--- config.mk ---
export PLATFORM = sky130hd
export DESIGN_NAME = instruction_fetch
export DESIGN_NICKNAME = d
export VERILOG_FILES = /design/src/rtl/riscv_pkg.sv /design/src/rtl/instruction_fetch_if_id_reg.sv /design/src/rtl/instruction_fetch.sv
export SDC_FILE = /design/constraint.sdc
export NUM_CORES = 1
export LEC_CHECK = 0
export ABC_AREA = 1
export BUFFER_PORTS_ARGS = -buffer_cell sky130_fd_sc_hd__buf_2
export CAP_MARGIN = 20
export CORE_MARGIN = 5
export CORE_UTILIZATION = 50
export DETAILED_ROUTE_END_ITERATION = 10
export HOLD_SLACK_MARGIN = 0.03
export PLACE_DENSITY = 0.77
export SYNTH_ARGS = -nofsm -noshare
export SYNTH_HDL_FRONTEND = slang
export SYNTH_SLANG_ARGS = --single-unit
--- constraint.sdc ---
create_clock -name clk -period 2.38 [get_ports clk]
set_input_delay 0.357 -clock clk [delete_from_list [all_inputs] [get_ports clk]]
set_output_delay 0.357 -clock clk [all_outputs]
set_load 0.05 [all_outputs]
--- src/rtl/riscv_pkg.sv ---
// Shared definitions for the RISC-V core pipeline.
// Opcode constants, the bubble instruction and the fetch FSM states.
package riscv_pkg;

  localparam logic [6:0] OP_RTYPE  = 7'b0110011;
  localparam logic [6:0] OP_LOAD   = 7'b0000011;
  localparam logic [6:0] OP_STORE  = 7'b0100011;
  localparam logic [6:0] OP_BRANCH = 7'b1100011;

  localparam logic [31:0] NOP_INSTR = 32'h00000013;

  typedef enum logic [1:0] {
    FETCH = 2'd0,
    DRAIN = 2'd1,
    HOLD  = 2'd2
  } fetch_state_t;

endpackage

--- src/rtl/instruction_fetch_if_id_reg.sv ---
// IF/ID pipeline register with load, hold and flush.
// Flush wins over load; with neither asserted the contents are held.
module if_id_reg
  import riscv_pkg::*;
#(
  parameter int          PC_WIDTH = 64,
  parameter logic [31:0] NOP      = riscv_pkg::NOP_INSTR
) (
  input  logic                clk,
  input  logic                reset,
  input  logic                load,
  input  logic                flush,
  input  logic [PC_WIDTH-1:0] ld_pc,
  input  logic [31:0]         ld_instr,
  output logic [PC_WIDTH-1:0] if_pc,
  output logic [31:0]         if_instr,
  output logic                if_valid
);

  // Register update: flush inserts a bubble, load captures a real instruction.
  always_ff @(posedge clk or negedge reset) begin
    if (!reset) begin
      if_pc    <= '0;
      if_instr <= NOP;
      if_valid <= 1'b0;
    end else if (flush) begin
      if_instr <= NOP;
      if_valid <= 1'b0;
    end else if (load) begin
      if_pc    <= ld_pc;
      if_instr <= ld_instr;
      if_valid <= 1'b1;
    end
  end

endmodule

--- src/rtl/instruction_fetch.sv ---
// IF stage: PC, imem handshake, skid buffer and IF/ID register.
// Optional IFETCH_PERF_CNT_EN adds the fetch_count output.
module instruction_fetch
  import riscv_pkg::*;
#(
  parameter int                   PC_WIDTH  = 64,
  parameter logic [PC_WIDTH-1:0]  RESET_PC  = '0,
  parameter logic [31:0]          NOP_INSTR = riscv_pkg::NOP_INSTR
) (
  input  logic                clk,
  input  logic                reset,
  input  logic                stall,
  input  logic                branch_taken,
  input  logic [PC_WIDTH-1:0] branch_target,
  output logic                imem_req,
  output logic [PC_WIDTH-1:0] imem_addr,
  input  logic                imem_ready,
  input  logic [31:0]         imem_rdata,
  output logic [PC_WIDTH-1:0] if_pc,
  output logic [31:0]         if_instr,
  output logic [6:0]          if_opcode,
  output logic                if_valid
`ifdef IFETCH_PERF_CNT_EN
  ,
  output logic [31:0]         fetch_count
`endif
);

  fetch_state_t        state;
  logic [PC_WIDTH-1:0] pc;
  logic [PC_WIDTH-1:0] redirect_pc;
  logic [PC_WIDTH-1:0] skid_pc;
  logic [31:0]         skid_instr;
  logic [PC_WIDTH-1:0] tgt;
  logic [PC_WIDTH-1:0] pc_next4;

  logic                ld;
  logic                fl;
  logic [PC_WIDTH-1:0] ld_pc;
  logic [31:0]         ld_instr;

  assign tgt       = branch_target & ~PC_WIDTH'(3);
  assign pc_next4  = pc + PC_WIDTH'(4);
  assign imem_req  = reset && (state != HOLD);
  assign imem_addr = pc;
  assign if_opcode = if_instr[6:0];

  // IF/ID control: what the pipeline register does this cycle.
  always_comb begin
    ld       = 1'b0;
    fl       = 1'b0;
    ld_pc    = pc;
    ld_instr = imem_rdata;
    unique case (1'b1)
      (state == FETCH): begin
        if (imem_ready) begin
          if (branch_taken) fl = 1'b1;
          else if (!stall) ld = 1'b1;
        end else if (branch_taken || !stall) begin
          fl = 1'b1;
        end
      end
      (state == DRAIN): begin
        if (branch_taken) fl = 1'b1;
      end
      (state == HOLD): begin
        if (branch_taken) begin
          fl = 1'b1;
        end else if (!stall) begin
          ld       = 1'b1;
          ld_pc    = skid_pc;
          ld_instr = skid_instr;
        end
      end
      default: ;
    endcase
  end

  // Fetch FSM, PC, redirect register and skid buffer.
  always_ff @(posedge clk or negedge reset) begin
    if (!reset) begin
      state       <= FETCH;
      pc          <= RESET_PC;
      redirect_pc <= '0;
      skid_pc     <= '0;
      skid_instr  <= '0;
    end else begin
      unique case (1'b1)
        (state == FETCH): begin
          if (imem_ready) begin
            if (branch_taken) begin
              pc <= tgt;
            end else if (stall) begin
              skid_pc    <= pc;
              skid_instr <= imem_rdata;
              pc         <= pc_next4;
              state      <= HOLD;
            end else begin
              pc <= pc_next4;
            end
          end else if (branch_taken) begin
            redirect_pc <= tgt;
            state       <= DRAIN;
          end
        end
        (state == DRAIN): begin
          if (imem_ready) begin
            pc    <= branch_taken ? tgt : redirect_pc;
            state <= FETCH;
          end else if (branch_taken) begin
            redirect_pc <= tgt;
          end
        end
        (state == HOLD): begin
          if (branch_taken) begin
            pc    <= tgt;
            state <= FETCH;
          end else if (!stall) begin
            state <= FETCH;
          end
        end
        default: state <= FETCH;
      endcase
    end
  end

`ifdef IFETCH_PERF_CNT_EN
  // Count every real instruction that enters IF/ID.
  always_ff @(posedge clk or negedge reset) begin
    if (!reset) fetch_count <= '0;
    else if (ld && !fl) fetch_count <= fetch_count + 32'd1;
  end
`endif

  if_id_reg #(
    .PC_WIDTH (PC_WIDTH),
    .NOP      (NOP_INSTR)
  ) u_if_id (
    .clk      (clk),
    .reset    (reset),
    .load     (ld),
    .flush    (fl),
    .ld_pc    (ld_pc),
    .ld_instr (ld_instr),
    .if_pc    (if_pc),
    .if_instr (if_instr),
    .if_valid (if_valid)
  );

endmodule

# Yosys cells after proc, flatten, opt, wreduce, memory -nomap -nowiden
# Index checks and enable logic that the tools add are counted.
[op_classes] add_sub_neg=1 n_eq_ne=10 mux=32 bitwise=3 reduce_logical=13
[op_table] cell="2-to-1 mux 64 bit" n=8
[op_table] cell="one-hot mux 64 bit (3 select lines)" n=1
[op_table] cell="2-to-1 mux 32 bit" n=5
[op_table] cell="adder 64 x 3 -> 64 bit, second input constant" n=1
[op_table] cell="2-to-1 mux 2 bit" n=7
[op_table] cell="!= test 3 bit, second input constant" n=4
[op_table] cell="2-to-1 mux 1 bit" n=8
[op_table] cell="!= test 2 bit, second input constant" n=4
[op_table] cell="one-hot mux 2 bit (3 select lines)" n=1
[op_table] cell="AND reduction 5 bit" n=1
[op_table] cell="one-hot mux 1 bit (2 select lines)" n=2
[op_table] cell="AND reduction 2 bit" n=2
[op_table] cell="AND reduction 4 bit" n=1
[op_table] cell="OR reduction 2 bit" n=2
[op_table] cell="inverter 1 bit" n=3
[op_table] cell="AND reduction 3 bit" n=1
[op_table] cell="nonzero test 3 bit" n=1
[op_table] cell="== test 2 x 1 -> 1 bit, second input constant" n=1
[op_table] cell="== test 2 bit, second input constant" n=1
[op_table] cell="logical NOT 2 bit" n=1
[op_table] cell="nonzero test 2 bit" n=1
[op_table] cell="logical AND 1 bit" n=1
[op_table] cell="logical NOT 1 bit" n=1
[op_table] cell="logical OR 1 bit" n=1
[totals] reg_bits=323 inputBits=101 output_inout_bits=169 elab_cells=67

# Logic depth before layout (Yosys ltp)
# Gate-level depths: netlist (run 1).
[logic_depth] word_depth=7 ltp_mapped=14

# Cells and area by module
# Synthesis (run 1) repeated with hierarchy kept, for this count alone.
[unflattened] cells_unflattened=2817 area_unflattened_um2=19014.5
[by_module_without_submodules] module="instruction_fetch" instances=1 cells_each=2396 area_per_inst_um2=15199.6
[by_module_without_submodules] module="if_id_reg" instances=1 cells_each=421 area_per_inst_um2=3814.9

# Least setup slack after synthesis (run 1)
# Ideal clock, no wire load.
[synth_path] kind="register to register" from="register pc[3] (netlist: imem_addr[3])" to="register pc[46] (netlist: imem_addr[46])" setup_ns=0.118 arrival_ns=1.953 setup_slack_ns=0.308 path_stages_with_launch=15 path_cell_list="dfrtp_1 ha_1 nand2_1 nor2_4 nand2_4 nor2_1 nand2_1 inv_1 nand2_1 nand2_1 nand2_1 nand2_1 nand2_1 nand2_1 nand2_1"
[synth_between] elab_chain_cells=4
[synth_lines] item="from (decl)" line_no="instruction_fetch.sv:30" text="logic [PC_WIDTH-1:0] pc;"
[synth_lines] item="from (signal assigned)" line_no="instruction_fetch.sv:92" text="pc <= tgt;"
[synth_lines] item="from (signal assigned)" line_no="instruction_fetch.sv:96" text="pc <= pc_next4;"
[synth_lines] item="from (signal assigned)" line_no="instruction_fetch.sv:99" text="pc <= pc_next4;"
[synth_lines] item="adder 64 x 3 -> 64 bit" line_no="instruction_fetch.sv:43" text="assign pc_next4 = pc + PC_WIDTH'(4);"
[synth_lines] item="2-to-1 mux 64 bit" line_no="instruction_fetch.sv:91" text="if (branch_taken) begin"
[synth_lines] item="2-to-1 mux 64 bit" line_no="instruction_fetch.sv:90" text="if (imem_ready) begin"
[synth_lines] item="one-hot mux 64 bit (3 select lines)" line_no="instruction_fetch.sv:88" text="unique case (1'b1)"
# Every way passes these cells. The select of a mux whose other input is x is not followed.
# A chain may end at the register's enable or synchronous reset.

# Final worst setup path (run 1)
[layout_path] from="register state[0]" to="output imem_req"
[layout_between] elab_chain_cells=2
[layout_lines] item="from (decl)" line_no="instruction_fetch.sv:29" text="fetch_state_t state;"
[layout_lines] item="from (signal assigned)" line_no="instruction_fetch.sv:82" text="state <= FETCH;"
[layout_lines] item="from (signal assigned)" line_no="instruction_fetch.sv:97" text="state <= HOLD;"
[layout_lines] item="from (signal assigned)" line_no="instruction_fetch.sv:103" text="state <= DRAIN;"
[layout_lines] item="!= test 2 bit" line_no="instruction_fetch.sv:44" text="assign imem_req = reset && (state != HOLD);"
[layout_lines] item="logical AND 1 bit" line_no="instruction_fetch.sv:44"
[layout_lines] item="to (decl)" line_no="instruction_fetch.sv:15" text="output logic imem_req,"
# Every way passes these cells.

==> run_results.csv, run 1 <==
group,metric,value,unit
run_status,status,"finished, final reports clean",
layout,drive_gt1_share,14.8,%
detailed_routing,detail_route.vias_per_cell,5.55,
detailed_routing,drt_pass1_iterations,6,
yosys,synth_edf_count,0,
worst_setup_path,crit_family,"buffers and inverters",
clock_network,path_clk_slew,0.06,ns
floorplanning,die_y,202,um
worst_setup_path,cp_cell_sequence,"inv_1, ha_2, buf_12, nor2_1, buf_2",
yosys,synth_cells,2621,
power,powerDensity,1490,mW/mm2
power,power.leakage,0.0105,uW
placed_design,dp_hpwl,42500,um
sta,fmax,431,MHz
worst_setup_path,worst_path_max_delay_cell,"dfrtp_1",
floorplanning,die_w,202,um
floorplanning,num_io_pins,270,
yosys,synthArstFlopShare,100,%
yosys,ys_ff_latch,323,
global_route,grt_start_max_net_pins,174,
worst_setup_path,crit_fanout,64,
sta,rsz0062_at_grt,"true",
sta,worst_pin_slew,1.03,ns
global_route,antenna_found_initial,1,
layout,final_util,58.9,%
worst_setup_path,max_stage_delay,0.43,ns
placed_design,place_congestion,0.912,
detailed_routing,num_vias,18400,
yosys,synth_top_cell_by_area,"dfrtp_1",
detailed_routing,drt_iter0_markers,2049,
clock_network,cts_htree_levels,2,
layout,n_antenna_cell,0,
worst_setup_path,cp.arrival,1.96,ns
sta,hold_viol,0,
layout,finalNonFillerCells,3325,
floorplanning,dieArea,0.0406,mm2
global_route,grtUsageTotal,28.9,%
layout,syn_to_final_growth,17.0,%
sta,slew_viol_final,0,
clock_network,cts_tree,"done",
clock_network,cts_buffer_depth,3,
sta,finalClockSkew,0.0121,ns
worst_setup_path,crit_type,"register to output pin",
clock_network,cts_setup_buffers,0,
worst_hold_path,hold_class,"input pin to register",
yosys,syn_avg_cell_area,7.00,um2
detailed_routing,drcViolationCount,0,
yosys,synthesis.nets,2727,
detailed_routing,drt-wirelength-per-cell,18.1,um
floorplanning,core_area,0.0364,mm2
layout,final_common_cell,"nand2_1",
yosys,synth_top_area_share,43.6,%
placed_design,portBuffers,267,
worst_setup_path,end_kind,"output pin",
floorplanning,start_util,50.4,%
floorplanning,rows,70,
global_route,grt_pass1_vias,17300,
sta,timing.final.crit_period,2.32,ns
worst_setup_path,start_kind,"register",
clock_network,clock-sinks,323,
layout,nets,2935,
placed_design,dp.cells,3257,
yosys,yosysWarnings,0,
detailed_routing,routed_wl,60200,um
layout,mostFrequentLayoutCells,"nand2_1, o21ai_0, dfrtp_1",
run,drv_cap,0,
yosys,seq_area_frac_synth,44.1,%
yosys,yosys-top-cells-area,"dfrtp_1, nand2_1, o21ai_0, inv_1, nor2_1",
global_route,grt_overflow,0,
worst_setup_path,cp.required,2.02,ns
clock_network,root_buffer,"clkbuf_16",
sta,period_share,97.4,%
clock_network,clk_latency,0.53,ns
yosys,ys_types,40,
global_route,grt_pass1_wl,95900,um
clock_network,cts_buffers,37,
worst_setup_path,cp_num_buf_inv,3,
yosys,syn_area,0.0184,mm2
power,peakVddDrop,0.917,mV
yosys,synth_ff_type,"dfrtp_1",
detailed_routing,antenna_left,0,
sta,slew-limit-headroom,31.2,%
sta,setup_viol,0,
## sequential cells by signal (all words and copies together), names as in the netlist
register	flops
imem_addr	64
redirect_pc	64
skid_pc	64
u_if_id.if_pc	64
skid_instr	32
u_if_id.if_instr	32
state	2
u_if_id.if_valid	1
## worst min-delay path, cell delays in order
cell,delay [ns]
buf_2,0.10
nand2_1,0.06
a31oi_1,0.08
## cell usage after synthesis, types with 2 or more instances
cell type / number
buf_2: 57
inv_2: 4
clkinv_1: 12
nor2_1: 155
mux2i_1: 2
nand3_1: 90
dfrtp_1: 320
buf_1: 8
o21ai_1: 42
o21ai_0: 397
a221oi_1: 10
o21bai_1: 6
buf_4: 13
a22oi_1: 47
nand2_2: 6
a31oi_1: 28
o22ai_1: 9
o2111ai_1: 2
ha_1: 5
a21boi_0: 4
nand4_1: 9
dfstp_2: 3
a21oi_1: 45
nor2_2: 6
nand2_1: 971
clkbuf_1: 90
nor2_4: 6
o211ai_1: 2
xor2_1: 9
inv_1: 228
a32o_1: 26
## kinds of logic (layout without fill, tap and decap cells)
group | count (synthesis) | after routing | synth area share (%)
flops | 323 | 323 | 44.1
buf+inv | 412 | 648 | 9.08
mux | 2 | 2 | 0.109
xor+xnor | 9 | 9 | 0.430
simple gates | 1247 | 1247 | 26.9
compound gates | 623 | 623 | 19.1
fa+ha+maj | 5 | 5 | 0.341
## area by class of cell
class / instances / area, um2
clock buffers: 60 / 1070
clock inverters: 7 / 70.1
fillers: 3398 / 15000
inverters: 244 / 916
multi-input cells: 1886 / 8610
flip-flops and latches: 323 / 8090
well taps: 468 / 586
repair buffers: 337 / 2120
## path summary, 6_finish.rpt
check | from | to | slack (ns) | cells past startpoint
worst max-delay path | state[0] | imem_req | 0.06 | 5
worst min register to register | skid_instr[3] | skid_instr[3] | 0.48 | 2
worst max register to register | state[0] | imem_addr[14] | 0.15 | 8
max in group asynchronous | reset | imem_addr[53] | 1.01 | 3
min in group asynchronous | reset | u_if_id.if_pc[5] | 0.48 | 3
worst min-delay path | imem_rdata[0] | u_if_id.if_instr[0] | 0.07 | 3
## layer usage
layer / track usage [%] / share of wire, % / vias up
li1: - / - / 8883
met1: 43.2 / 45 / 8640
met2: 44.6 / 44 / 846
met3: 4.51 / 8.4 / 69
met4: 6.81 / 2.0 / 2
met5: 0 / 0.022 / -
## timing repair
| action | CTS | global route |
|---|---|---|
| endpoints found under the setup margin | 0 | 1 |
| endpoints found under the hold margin | 83 | 0 |
| gates resized for setup | 0 | 0 |
| hold buffers | 1 | 0 |
## where the power goes
part	total [uW]	internal (uW)	switching (uW)
clock	5480	3190	2290
sequential	10100	7940	2200
combinational	16400	4540	11900
## stage by stage
step | total power (uW) | TNS [ns] | instance area [um2] | worst slack [ns] | hold WS (ns)
finish | 32000 | 0 | 21500 | 0.0608 | 0.0749
global route | 34200 | -0.00535 | 21500 | -0.00535 | 0.0748
floorplan | 21200 | 0 | 18400 | 0.308 | 0.0614
global placement | 26000 | 0 | 20300 | 0.231 | 0.461
CTS | 32000 | 0 | 21500 | 0.0623 | 0.0548
detailed placement | 26500 | 0 | 20300 | 0.169 | 0.467
(Power assumes the default switching activity.)
==> run 2, diff against run 1 <==
Settings changed: CELL_PAD_IN_SITES_DETAIL_PLACEMENT set to 1, CELL_PAD_IN_SITES_GLOBAL_PLACEMENT set to 2, CORE_UTILIZATION 50 to 32, PLACE_DENSITY 0.77 to 0.86, SKIP_LAST_GASP set to 1.
==> run 2 against run 1 <==
Effect of this change: sequential power about the same; first-iteration DRC count down 46%; sequential share of layout area down 1.6 points; via count up 1.6%; combinational power up 7%; utilization down 19 points; non-clock buffer count up 38; die area up 53%; setup slack worse by 0.043 ns.
==> run_results.csv, run 2 (same netlist as run 1, synthesis figures left out) <==
group,metric,value,unit
power,switching_share,51.0,%
detailed_routing,num_vias,18700,
worst_setup_path,crit_type,"register to output pin",
floorplanning,start_util,32.4,%
sta,finalClockSkew,0.0192,ns
clock_network,path_clk_slew,0.06,ns
detailed_routing,drt-wirelength-per-cell,20.1,um
layout,n_antenna_cell,0,
worst_setup_path,r2r_cells,9,
global_route,grtUsageTotal,22.9,%
floorplanning,num_io_pins,270,
global_route,antenna_found_initial,1,
power,pwr-share-clk,18.5,%
detailed_routing,drt_iter0_markers,1110,
floorplanning,dieArea,0.0622,mm2
run,drv_cap,0,
floorplanning,die_w,249,um
sta,timing.final.crit_period,2.36,ns
power,power.leakage,0.0108,uW
power,power_switching,17300,uW
placed_design,place_congestion,0.914,
sta,fmax,423,MHz
clock_network,clk_latency,0.57,ns
sta,slew-limit-headroom,43.1,%
detailed_routing,antenna_left,0,
placed_design,dp_hpwl,52500,um
clock_network,clock-sinks,323,
layout,syn_to_final_growth,22.1,%
clock_network,root_buffer,"clkbuf_16",
global_route,grt_pass1_wl,114000,um
worst_setup_path,start_kind,"register",
sta,rsz0062_at_grt,"true",
placed_design,placed_area,0.0209,mm2
detailed_routing,routed_wl,73700,um
sta,period_share,99.3,%
sta,fin_tns_setup,0,ns
global_route,grt_start_max_net_pins,133,
global_route,grt_overflow,0,
sta,worst_pin_slew,0.853,ns
sta,hold_viol,0,
layout,nets,2978,
worst_hold_path,hold_class,"input pin to register",
floorplanning,core_area,0.0566,mm2
layout,drive_gt1_share,16.2,%
worst_hold_path,min_path_cells,3,
worst_setup_path,cp.required,2.02,ns
clock_network,cts_buffers,42,
layout,mostFrequentLayoutCells,"nand2_1, o21ai_0, dfrtp_1",
sta,setup_viol,0,
clock_network,cts_tree,"done",
layout,fin_area,0.0224,mm2
power,pwr-share-seq,29.5,%
floorplanning,die_y,249,um
clock_network,cts_buffer_depth,3,
clock_network,cts_setup_buffers,0,
sta,slew_viol_final,0,
layout,final_common_cell,"nand2_1",
clock_network,cts_htree_levels,2,
worst_setup_path,end_kind,"output pin",
power,total_power,33900,uW
worst_setup_path,crit_fanout,32,
power,power_frac_comb,51.9,%
power,powerDensity,1510,mW/mm2
run_status,status,"finished, final reports clean",
worst_setup_path,cp.arrival,2.01,ns
power,internal_power,16600,uW
detailed_routing,drcViolationCount,0,
detailed_routing,detail_route.vias_per_cell,5.12,
detailed_routing,drt_pass1_iterations,5,
power,peakVddDrop,0.732,mV
floorplanning,rows,87,
global_route,grt_pass1_vias,19200,
placed_design,portBuffers,267,
-- run 2: cell types whose count changed in the layout (fill, tap and decap cells not counted), sizes merged, moves of 3 or more --
cell         before  now
buf             336  369
clkbuf           60   67
clkinv           15   20
dlygate4sd3       1    4
inv             234  231
-- run 2: through the flow --
| stage | instances | setup slack, ns | utilization, % | hold slack [ns] |
|---|---|---|---|---|
| final | 3658 | 0.0177 | 39.6 | 0.124 |
| after floorplan | 2621 | 0.308 | - | 0.0614 |
| after detailed placement | 3578 | 0.138 | 37.0 | 0.252 |
| after global placement | 3578 | 0.172 | 37.0 | 0.253 |
| after CTS | 3657 | 0.00923 | 39.5 | 0.0962 |
| after global routing | 3658 | -0.0598 | 39.6 | 0.125 |
-- run 2: timing repair --
action | in CTS | in global routing
setup endpoints to repair | 1 | 5
resized for setup | 0 | 3
endpoints found under the hold margin | 32 | 0
hold buffers | 4 | 0
cloned | 1 | 1
-- run 2: per-layer routing --
metal  global-route usage [%]  routed length, um  part of all wire (%)
met4                     5.64               1660                   2.3
met5                        0                  9                 0.012
met3                     3.23               3290                   4.5
met1                     33.3              35500                    48
met2                     36.3              33200                    45
-- run 2: power by group through the flow --
stage,clock (uW),sequential (uW),combinational (uW)
final,6290,10000,17600
after floorplan,0,13400,7810
after CTS,6470,9990,17700
after global routing,6700,10300,19300
after detailed placement,0,10100,17500
after global placement,0,9920,17100
-- run 2: final timing paths --
kind                              startpoint  slack, ns                   end
min in group asynchronous              reset       0.26            skid_pc[5]
min                           imem_rdata[14]       0.12  u_if_id.if_instr[14]
max reg2reg                         state[1]       0.11      u_if_id.if_pc[0]
max                                 state[0]       0.02              imem_req
max in group asynchronous              reset       0.93       redirect_pc[51]
min reg2reg                u_if_id.if_pc[44]       0.48     u_if_id.if_pc[44]
-- run 2: critical path: stages, from the launching register on --
cell and delay, ns:
dfrtp_1 0.43, inv_1 0.14, ha_2 0.30, buf_12 0.24, nor2_1 0.07, buf_2 0.21
-- run 2: cell type report --
cell class	instances	area [um2]
clock buffers	66	1260
repair buffers	375	2480
flip-flops and latches	323	8090
well taps	756	946
clock inverters	8	87.6
fillers	7122	34200
multi-input cells	1886	8620
inverters	244	917
